File: config.mk
export PLATFORM = sky130hd
export DESIGN_NAME = mix_bus_arbiter
export DESIGN_NICKNAME = d
export VERILOG_FILES = /design/src/rtl/mix_arb_pkg.sv /design/src/rtl/mix_arb_pick.sv /design/src/rtl/mix_bus_arbiter.sv
export SDC_FILE = /design/constraint.sdc
export NUM_CORES = 1
export LEC_CHECK = 0
export ABC_AREA = 1
export BUFFER_PORTS_ARGS = -buffer_cell sky130_fd_sc_hd__clkbuf_2
export CORE_ASPECT_RATIO = 0.9
export CORE_MARGIN = 2
export CORE_UTILIZATION = 47
export DETAILED_ROUTE_END_ITERATION = 16
export MAX_ROUTING_LAYER = met4
export PLACE_DENSITY = 0.74
export SETUP_SLACK_MARGIN = 0.02
export SKIP_CTS_REPAIR_TIMING = 1
export SLEW_MARGIN = 20
export SYNTH_ARGS = -nofsm -noshare
export SYNTH_HDL_FRONTEND = slang
export SYNTH_SLANG_ARGS = --single-unit
File: constraint.sdc
create_clock -name clk -period 1.3 [get_ports clk]
set_input_delay 0.195 -clock clk [delete_from_list [all_inputs] [get_ports clk]]
set_output_delay 0.195 -clock clk [all_outputs]
set_load 0.03 [all_outputs]
File: src/rtl/mix_arb_pkg.sv
// Shared definitions for the mixer bus arbiter: requester count, encoded
// grant width, hold-counter width, FSM state type and a one-hot helper.
package mix_arb_pkg;

   localparam int unsigned N_REQ = 8;
   localparam int unsigned ID_W  = 3;
   localparam int unsigned CNT_W = 8;

   typedef enum logic [1:0] {
      IDLE = 2'd0,
      OWN  = 2'd1,
      GAP  = 2'd2
   } arb_state_t;

   function automatic logic [N_REQ-1:0] idx_to_onehot(input logic [ID_W-1:0] idx);
      logic [N_REQ-1:0] oh;
      oh      = '0;
      oh[idx] = 1'b1;
      return oh;
   endfunction

endpackage

File: src/rtl/mix_arb_pick.sv
// Combinational winner selection for the mixer bus arbiter.
// Ports:
//   req [7:0] : request vector, one bit per source
//   ptr [2:0] : last owner; the ring is rotated so source ptr+1 is examined first
//   id  [2:0] : encoded winner (valid only when any=1)
//   any       : at least one request is present
// Build option MIX_ARB_ROUND_ROBIN_EN: when defined, the first requester met
// walking upward from ptr+1 wins (last owner lowest). When undefined, the
// top ties ptr to 7 (rotation of zero) and the highest set index wins.
module mix_arb_pick
   import mix_arb_pkg::*;
(
   input  logic [N_REQ-1:0] req,
   input  logic [ID_W-1:0]  ptr,
   output logic [ID_W-1:0]  id,
   output logic             any
);

   logic [ID_W-1:0]  w_shift;
   logic [ID_W-1:0]  w_idx;
   logic [ID_W-1:0]  w_pos;
   logic [N_REQ-1:0] w_rot;

   // w_rot[k] holds req[(ptr+1+k) mod 8]; 3-bit arithmetic gives the wrap.
   always_comb begin
      w_shift = ptr + 3'd1;
      w_idx   = '0;
      w_rot   = '0;
      for (int unsigned k = 0; k < N_REQ; k++) begin
         w_idx    = ID_W'(k) + w_shift;
         w_rot[k] = req[w_idx];
      end
   end

   always_comb begin
      w_pos = '0;
`ifdef MIX_ARB_ROUND_ROBIN_EN
      // Scan downward so the lowest rotated position (nearest ptr+1) wins.
      for (int unsigned k = N_REQ; k > 0; k--) begin
         if (w_rot[k-1]) w_pos = ID_W'(k - 1);
      end
`else
      // Scan upward so the highest set position wins.
      for (int unsigned k = 0; k < N_REQ; k++) begin
         if (w_rot[k]) w_pos = ID_W'(k);
      end
`endif
   end

   assign id  = w_pos + w_shift;
   assign any = |req;

endmodule

File: src/rtl/mix_bus_arbiter.sv
// Arbiter sharing the mixer accumulator/sample bus among 8 audio sources.
// A grant is held until the owner pulses rel, drops its request, or the
// HOLD_MAX cycle bound expires; one dead cycle separates successive owners.
// Ports:
//   clk, reset     : clock, synchronous active-high reset
//   req [7:0]      : requests, bit 7 highest fixed priority
//   rel            : release strobe from the current owner
//   gnt [7:0]      : one-hot grant, zero when no owner
//   gnt_id [2:0]   : encoded owner, zero when no owner
//   gnt_valid      : grant active
//   timeout        : one-cycle pulse when HOLD_MAX forced the release
// Build option MIX_ARB_ROUND_ROBIN_EN: rotating priority with a last-owner
// pointer; fixed priority when undefined.
module mix_bus_arbiter
   import mix_arb_pkg::*;
#(
   parameter int unsigned N_REQ    = 8,
   parameter int unsigned HOLD_MAX = 64
) (
   input  logic       clk,
   input  logic       reset,
   input  logic [7:0] req,
   input  logic       rel,
   output logic [7:0] gnt,
   output logic [2:0] gnt_id,
   output logic       gnt_valid,
   output logic       timeout
);

   generate
      if (N_REQ != mix_arb_pkg::N_REQ) begin : g_bad_nreq
         $error("mix_bus_arbiter: N_REQ must be 8");
      end
      if (HOLD_MAX < 2 || HOLD_MAX > 255) begin : g_bad_hold
         $error("mix_bus_arbiter: HOLD_MAX must be in 2..255");
      end
   endgenerate

   localparam logic [CNT_W-1:0] HOLD_LAST = CNT_W'(HOLD_MAX - 1);

   arb_state_t       r_state;
   arb_state_t       w_state_nxt;
   logic [CNT_W-1:0] r_cnt;
   logic [CNT_W-1:0] w_cnt_nxt;
   logic [7:0]       r_gnt;
   logic [7:0]       w_gnt_nxt;
   logic [ID_W-1:0]  r_id;
   logic [ID_W-1:0]  w_id_nxt;
   logic             r_valid;
   logic             w_valid_nxt;
   logic             r_timeout;
   logic             w_timeout_nxt;

   logic [ID_W-1:0]  w_ptr;
   logic [ID_W-1:0]  w_pick_id;
   logic             w_pick_any;
   logic             w_rel_end;
   logic             w_hold_end;

`ifdef MIX_ARB_ROUND_ROBIN_EN
   logic [ID_W-1:0]  r_ptr;

   always_ff @(posedge clk) begin
      if (reset) begin
         r_ptr <= '1;
      end else if (r_state != OWN && w_pick_any) begin
         r_ptr <= w_pick_id;
      end
   end

   assign w_ptr = r_ptr;
`else
   assign w_ptr = '1;
`endif

   mix_arb_pick u_pick (
      .req (req),
      .ptr (w_ptr),
      .id  (w_pick_id),
      .any (w_pick_any)
   );

   // A release or request drop is a normal end and suppresses the timeout
   // pulse even when the counter bound is reached on the same edge.
   assign w_rel_end  = rel | ~req[r_id];
   assign w_hold_end = (r_cnt == HOLD_LAST);

   always_comb begin
      w_state_nxt   = r_state;
      w_cnt_nxt     = r_cnt;
      w_gnt_nxt     = r_gnt;
      w_id_nxt      = r_id;
      w_valid_nxt   = r_valid;
      w_timeout_nxt = 1'b0;
      case (r_state)
         IDLE, GAP: begin
            w_cnt_nxt = '0;
            if (w_pick_any) begin
               w_state_nxt = OWN;
               w_gnt_nxt   = idx_to_onehot(w_pick_id);
               w_id_nxt    = w_pick_id;
               w_valid_nxt = 1'b1;
            end else begin
               w_state_nxt = IDLE;
               w_gnt_nxt   = '0;
               w_id_nxt    = '0;
               w_valid_nxt = 1'b0;
            end
         end
         OWN: begin
            if (w_rel_end || w_hold_end) begin
               w_state_nxt   = GAP;
               w_cnt_nxt     = '0;
               w_gnt_nxt     = '0;
               w_id_nxt      = '0;
               w_valid_nxt   = 1'b0;
               w_timeout_nxt = ~w_rel_end;
            end else begin
               w_cnt_nxt = r_cnt + 8'd1;
            end
         end
         default: begin
            w_state_nxt = IDLE;
            w_cnt_nxt   = '0;
            w_gnt_nxt   = '0;
            w_id_nxt    = '0;
            w_valid_nxt = 1'b0;
         end
      endcase
   end

   always_ff @(posedge clk) begin
      if (reset) begin
         r_state   <= IDLE;
         r_cnt     <= '0;
         r_gnt     <= '0;
         r_id      <= '0;
         r_valid   <= 1'b0;
         r_timeout <= 1'b0;
      end else begin
         r_state   <= w_state_nxt;
         r_cnt     <= w_cnt_nxt;
         r_gnt     <= w_gnt_nxt;
         r_id      <= w_id_nxt;
         r_valid   <= w_valid_nxt;
         r_timeout <= w_timeout_nxt;
      end
   end

   assign gnt       = r_gnt;
   assign gnt_id    = r_id;
   assign gnt_valid = r_valid;
   assign timeout   = r_timeout;

endmodule

==> impl_metrics.sql <==
INSERT INTO impl_metrics (metric_group, metric, value, unit) VALUES
('clock_tree', 'cts.reportedPaths.clkPinSlew', '0.12', 'ns'),
('routing', 'detail_route.drc_violations', '0', ''),
('synth', 'postSynth.asyncResetShare', '0', '%'),
('cells_and_area', 'area_growth_syn_to_layout', '48.4', '%'),
('worst_setup_path', 'critical_path.reg2reg.startpoint', 'gnt_id[0]', ''),
('power_and_ir_drop', 'pwr-share-clk', '22.2', '%'),
('sta', 'timing.final.ws_setup', '-0.0967', 'ns'),
('global_routing', 'grt_max_degree', '13', ''),
('synth', 'synth_top_flop_cell', 'sky130_fd_sc_hd__dfxtp_1', ''),
('sta', 'timing.max_slew.rel_slack', '82.8', '%'),
('clock_tree', 'clk-insertion-delay-late', '0.30', 'ns'),
('place', 'placed_cells', '214', ''),
('worst_setup_path', 'crit_path_cell_trace', 'inv_4 -> nand2_2 -> nand3_2 -> nand2_2 -> nor2_4 -> nor2_4 -> nand3_4 -> buf_12 -> nor3b_2', ''),
('synth', 'synthesis.area', '0.00107', 'mm2'),
('outcome', 'outcome', 'finished, violations left', ''),
('place', 'hpwlAfterDp', '1.95', 'mm'),
('routing', 'final_antenna_net_count', '0', ''),
('place', 'port_buffers', '23', ''),
('sta', 'timing_worst_slew_pin_value', '0.256', 'ns'),
('synth', 'synth_enable_flop_cells', '0', ''),
('routing', 'routed-wl-met2', '1.31', 'mm'),
('synth', 'yosysWarnings', '0', ''),
('synth', 'synth_largest_type_area_fraction', '43.1', '%'),
('global_routing', 'grt_first_pass_wirelength', '4.13', 'mm'),
('clock_tree', 'cts_num_sinks', '23', ''),
('floorplan', 'design.portCount', '24', ''),
('outcome', 'violations_in_the_final_reports', 'negative setup slack', ''),
('worst_setup_path', 'worstPathArrival', '1.63', 'ns'),
('worst_setup_path', 'path_class', 'reg -> reg', ''),
('sta', 'maxSlewViolCount', '0', ''),
('clock_tree', 'cell_at_the_root_of_the_clock_tree', 'sky130_fd_sc_hd__clkbuf_4', ''),
('sta', 'finClkSkew', '0.00240', 'ns'),
('worst_hold_path', 'worstHoldPathType', 'in -> reg', ''),
('sta', 'layout_min_cycle_time', '1.40', 'ns'),
('global_routing', 'grt_use_total', '20.7', '%'),
('sta', 'max_freq', '0.716', 'GHz'),
('routing', 'routed.top_layer', 'met4', ''),
('sta', 'post-route-period-util', '107', '%'),
('power_and_ir_drop', 'intPower', '1.00', 'mW'),
('routing', 'vias_per_cell', '4.94', ''),
('clock_tree', 'cts.path.max_buffers', '2', ''),
('synth', 'synth_fp_nets', '156', ''),
('worst_hold_path', 'min-delay-start', 'rel', ''),
('synth', 'postSynthCellCount', '144', ''),
('worst_setup_path', 'setup.worst_path.start_class', 'register', ''),
('power_and_ir_drop', 'power.density', '903', 'mW/mm2'),
('power_and_ir_drop', 'leakage', '0.704', 'nW'),
('routing', 'detailed_route_wire_length_on_metal_1', '1.26', 'mm'),
('floorplan', 'chipHeight', '49.2', 'um'),
('synth', 'ys_seq_area_share', '43.1', '%'),
('synth', 'synthDistinctLibCells', '24', ''),
('global_routing', 'number_of_antenna_violations_at_the_first_check_in_global_routing', '0', ''),
('power_and_ir_drop', 'switching_power', '0.431', 'mW'),
('worst_setup_path', 'critPathSlowestCell', 'sky130_fd_sc_hd__dfxtp_4', ''),
('cells_and_area', 'non_filler_instance_count_after_layout', '225', ''),
('floorplan', 'die_width', '54.2', 'um'),
('cells_and_area', 'post_route_cells_drive_above_1_share', '43.4', '%'),
('worst_setup_path', 'critical_path.max_stage_delay', '0.41', 'ns'),
('worst_setup_path', 'timing.critical_path.required', '1.54', 'ns'),
('synth', 'ys_ff_latch', '23', ''),
('routing', 'wl_per_instance', '12.0', 'um'),
('sta', 'setup_violations', '21', ''),
('cells_and_area', 'fin_nets', '211', ''),
('worst_setup_path', 'worst_setup_path_startpoint', 'gnt_id[0]', ''),
('sta', 'grt_setup_unrepaired', 'yes', ''),
('global_routing', 'first_global_vias', '1045', ''),
('global_routing', 'grt_remaining_overflow', '0', ''),
('routing', 'detailroute.wirelength.met3', '133', 'um'),
('clock_tree', 'cts_tree', 'yes', ''),
('synth', 'synth_commonest_cells', '23 x sky130_fd_sc_hd__dfxtp_1, 23 x sky130_fd_sc_hd__inv_1, 23 x sky130_fd_sc_hd__nand2_1', ''),
('power_and_ir_drop', 'vdd_drop_max', '0.000616', 'V');
## layout by cell type, fill, tap and decap left out, drive strengths merged
cell type / instances
a21oi: 11
a31oi: 1
buf: 30
clkbuf: 27
dfxtp: 23
ha: 1
inv: 25
nand2: 24
nand3: 14
nand4: 12
nor2: 18
nor3b: 1
nor4: 1
o21ai: 6
xnor2: 2
xor2: 2
## path summary, 6_finish.rpt
kind         endpoint  slack, ns  depth (start not counted)
min           timeout       0.18                          4
min reg2reg    gnt[6]       0.45                          2
max reg2reg  r_cnt[4]       -0.1                          9
max          r_cnt[4]       -0.1                          9
## layer usage
metal	global-route usage (%)	up-vias
li1	-	575
met1	25.1	504
met2	35.1	30
met3	3.68	2
met4	4.17	0
met5	-	-
## stage by stage
stage	utilization, %	hold slack, ns	total power, mW	TNS (ns)
final	73.3	0.179	1.43	-1.06
after detailed placement	65.6	0.436	1.07	-2.95
after floorplan	-	0.308	0.945	-0.543
after global placement	65.6	0.436	1.06	-2.03
after global routing	73.3	0.185	1.51	-3.04
after CTS	66.8	0.182	1.38	-3.51
## critical path: cells and delay by family (launching register included)
family        cells  cell delay [ns]
simple gates      7             0.72
buf+inv           2             0.21
flops             1             0.41
## logic make-up (layout without fill, tap and decap cells)
group,count (synthesis),in the layout,synth area share [%]
buf+inv,28,82,10.7
compound gates,18,18,8.56
simple gates,70,70,33.2
fa+ha+maj,1,1,1.17
flops,23,23,43.1
xor+xnor,4,4,3.28
## final cells by class
class	instances	area, um2	share of cell area [%]
multi-input cells	93	588	37.1
well taps	27	33.8	2.13
flip-flops and latches	23	468	29.5
repair buffers	53	372	23.5
clock buffers	4	26.3	1.66
inverters	25	96.3	6.08
## power groups by stage
stage	Sequential [mW]	Combinational, mW	Clock [mW]
2_1_floorplan	0.809	0.136	0
3_3_place_gp	0.773	0.290	0
3_5_place_dp	0.774	0.294	0
4_1_cts	0.758	0.296	0.330
5_1_grt	0.768	0.386	0.353
6_report	0.763	0.351	0.318
## sequential cells by signal, summed over array words and instances (netlist names)
signal     flops
r_cnt          8
gnt_id         3
r_state        2
gnt_valid      1
timeout        1
gnt            8
No activity file was read; power rests on OpenSTA's default activity.
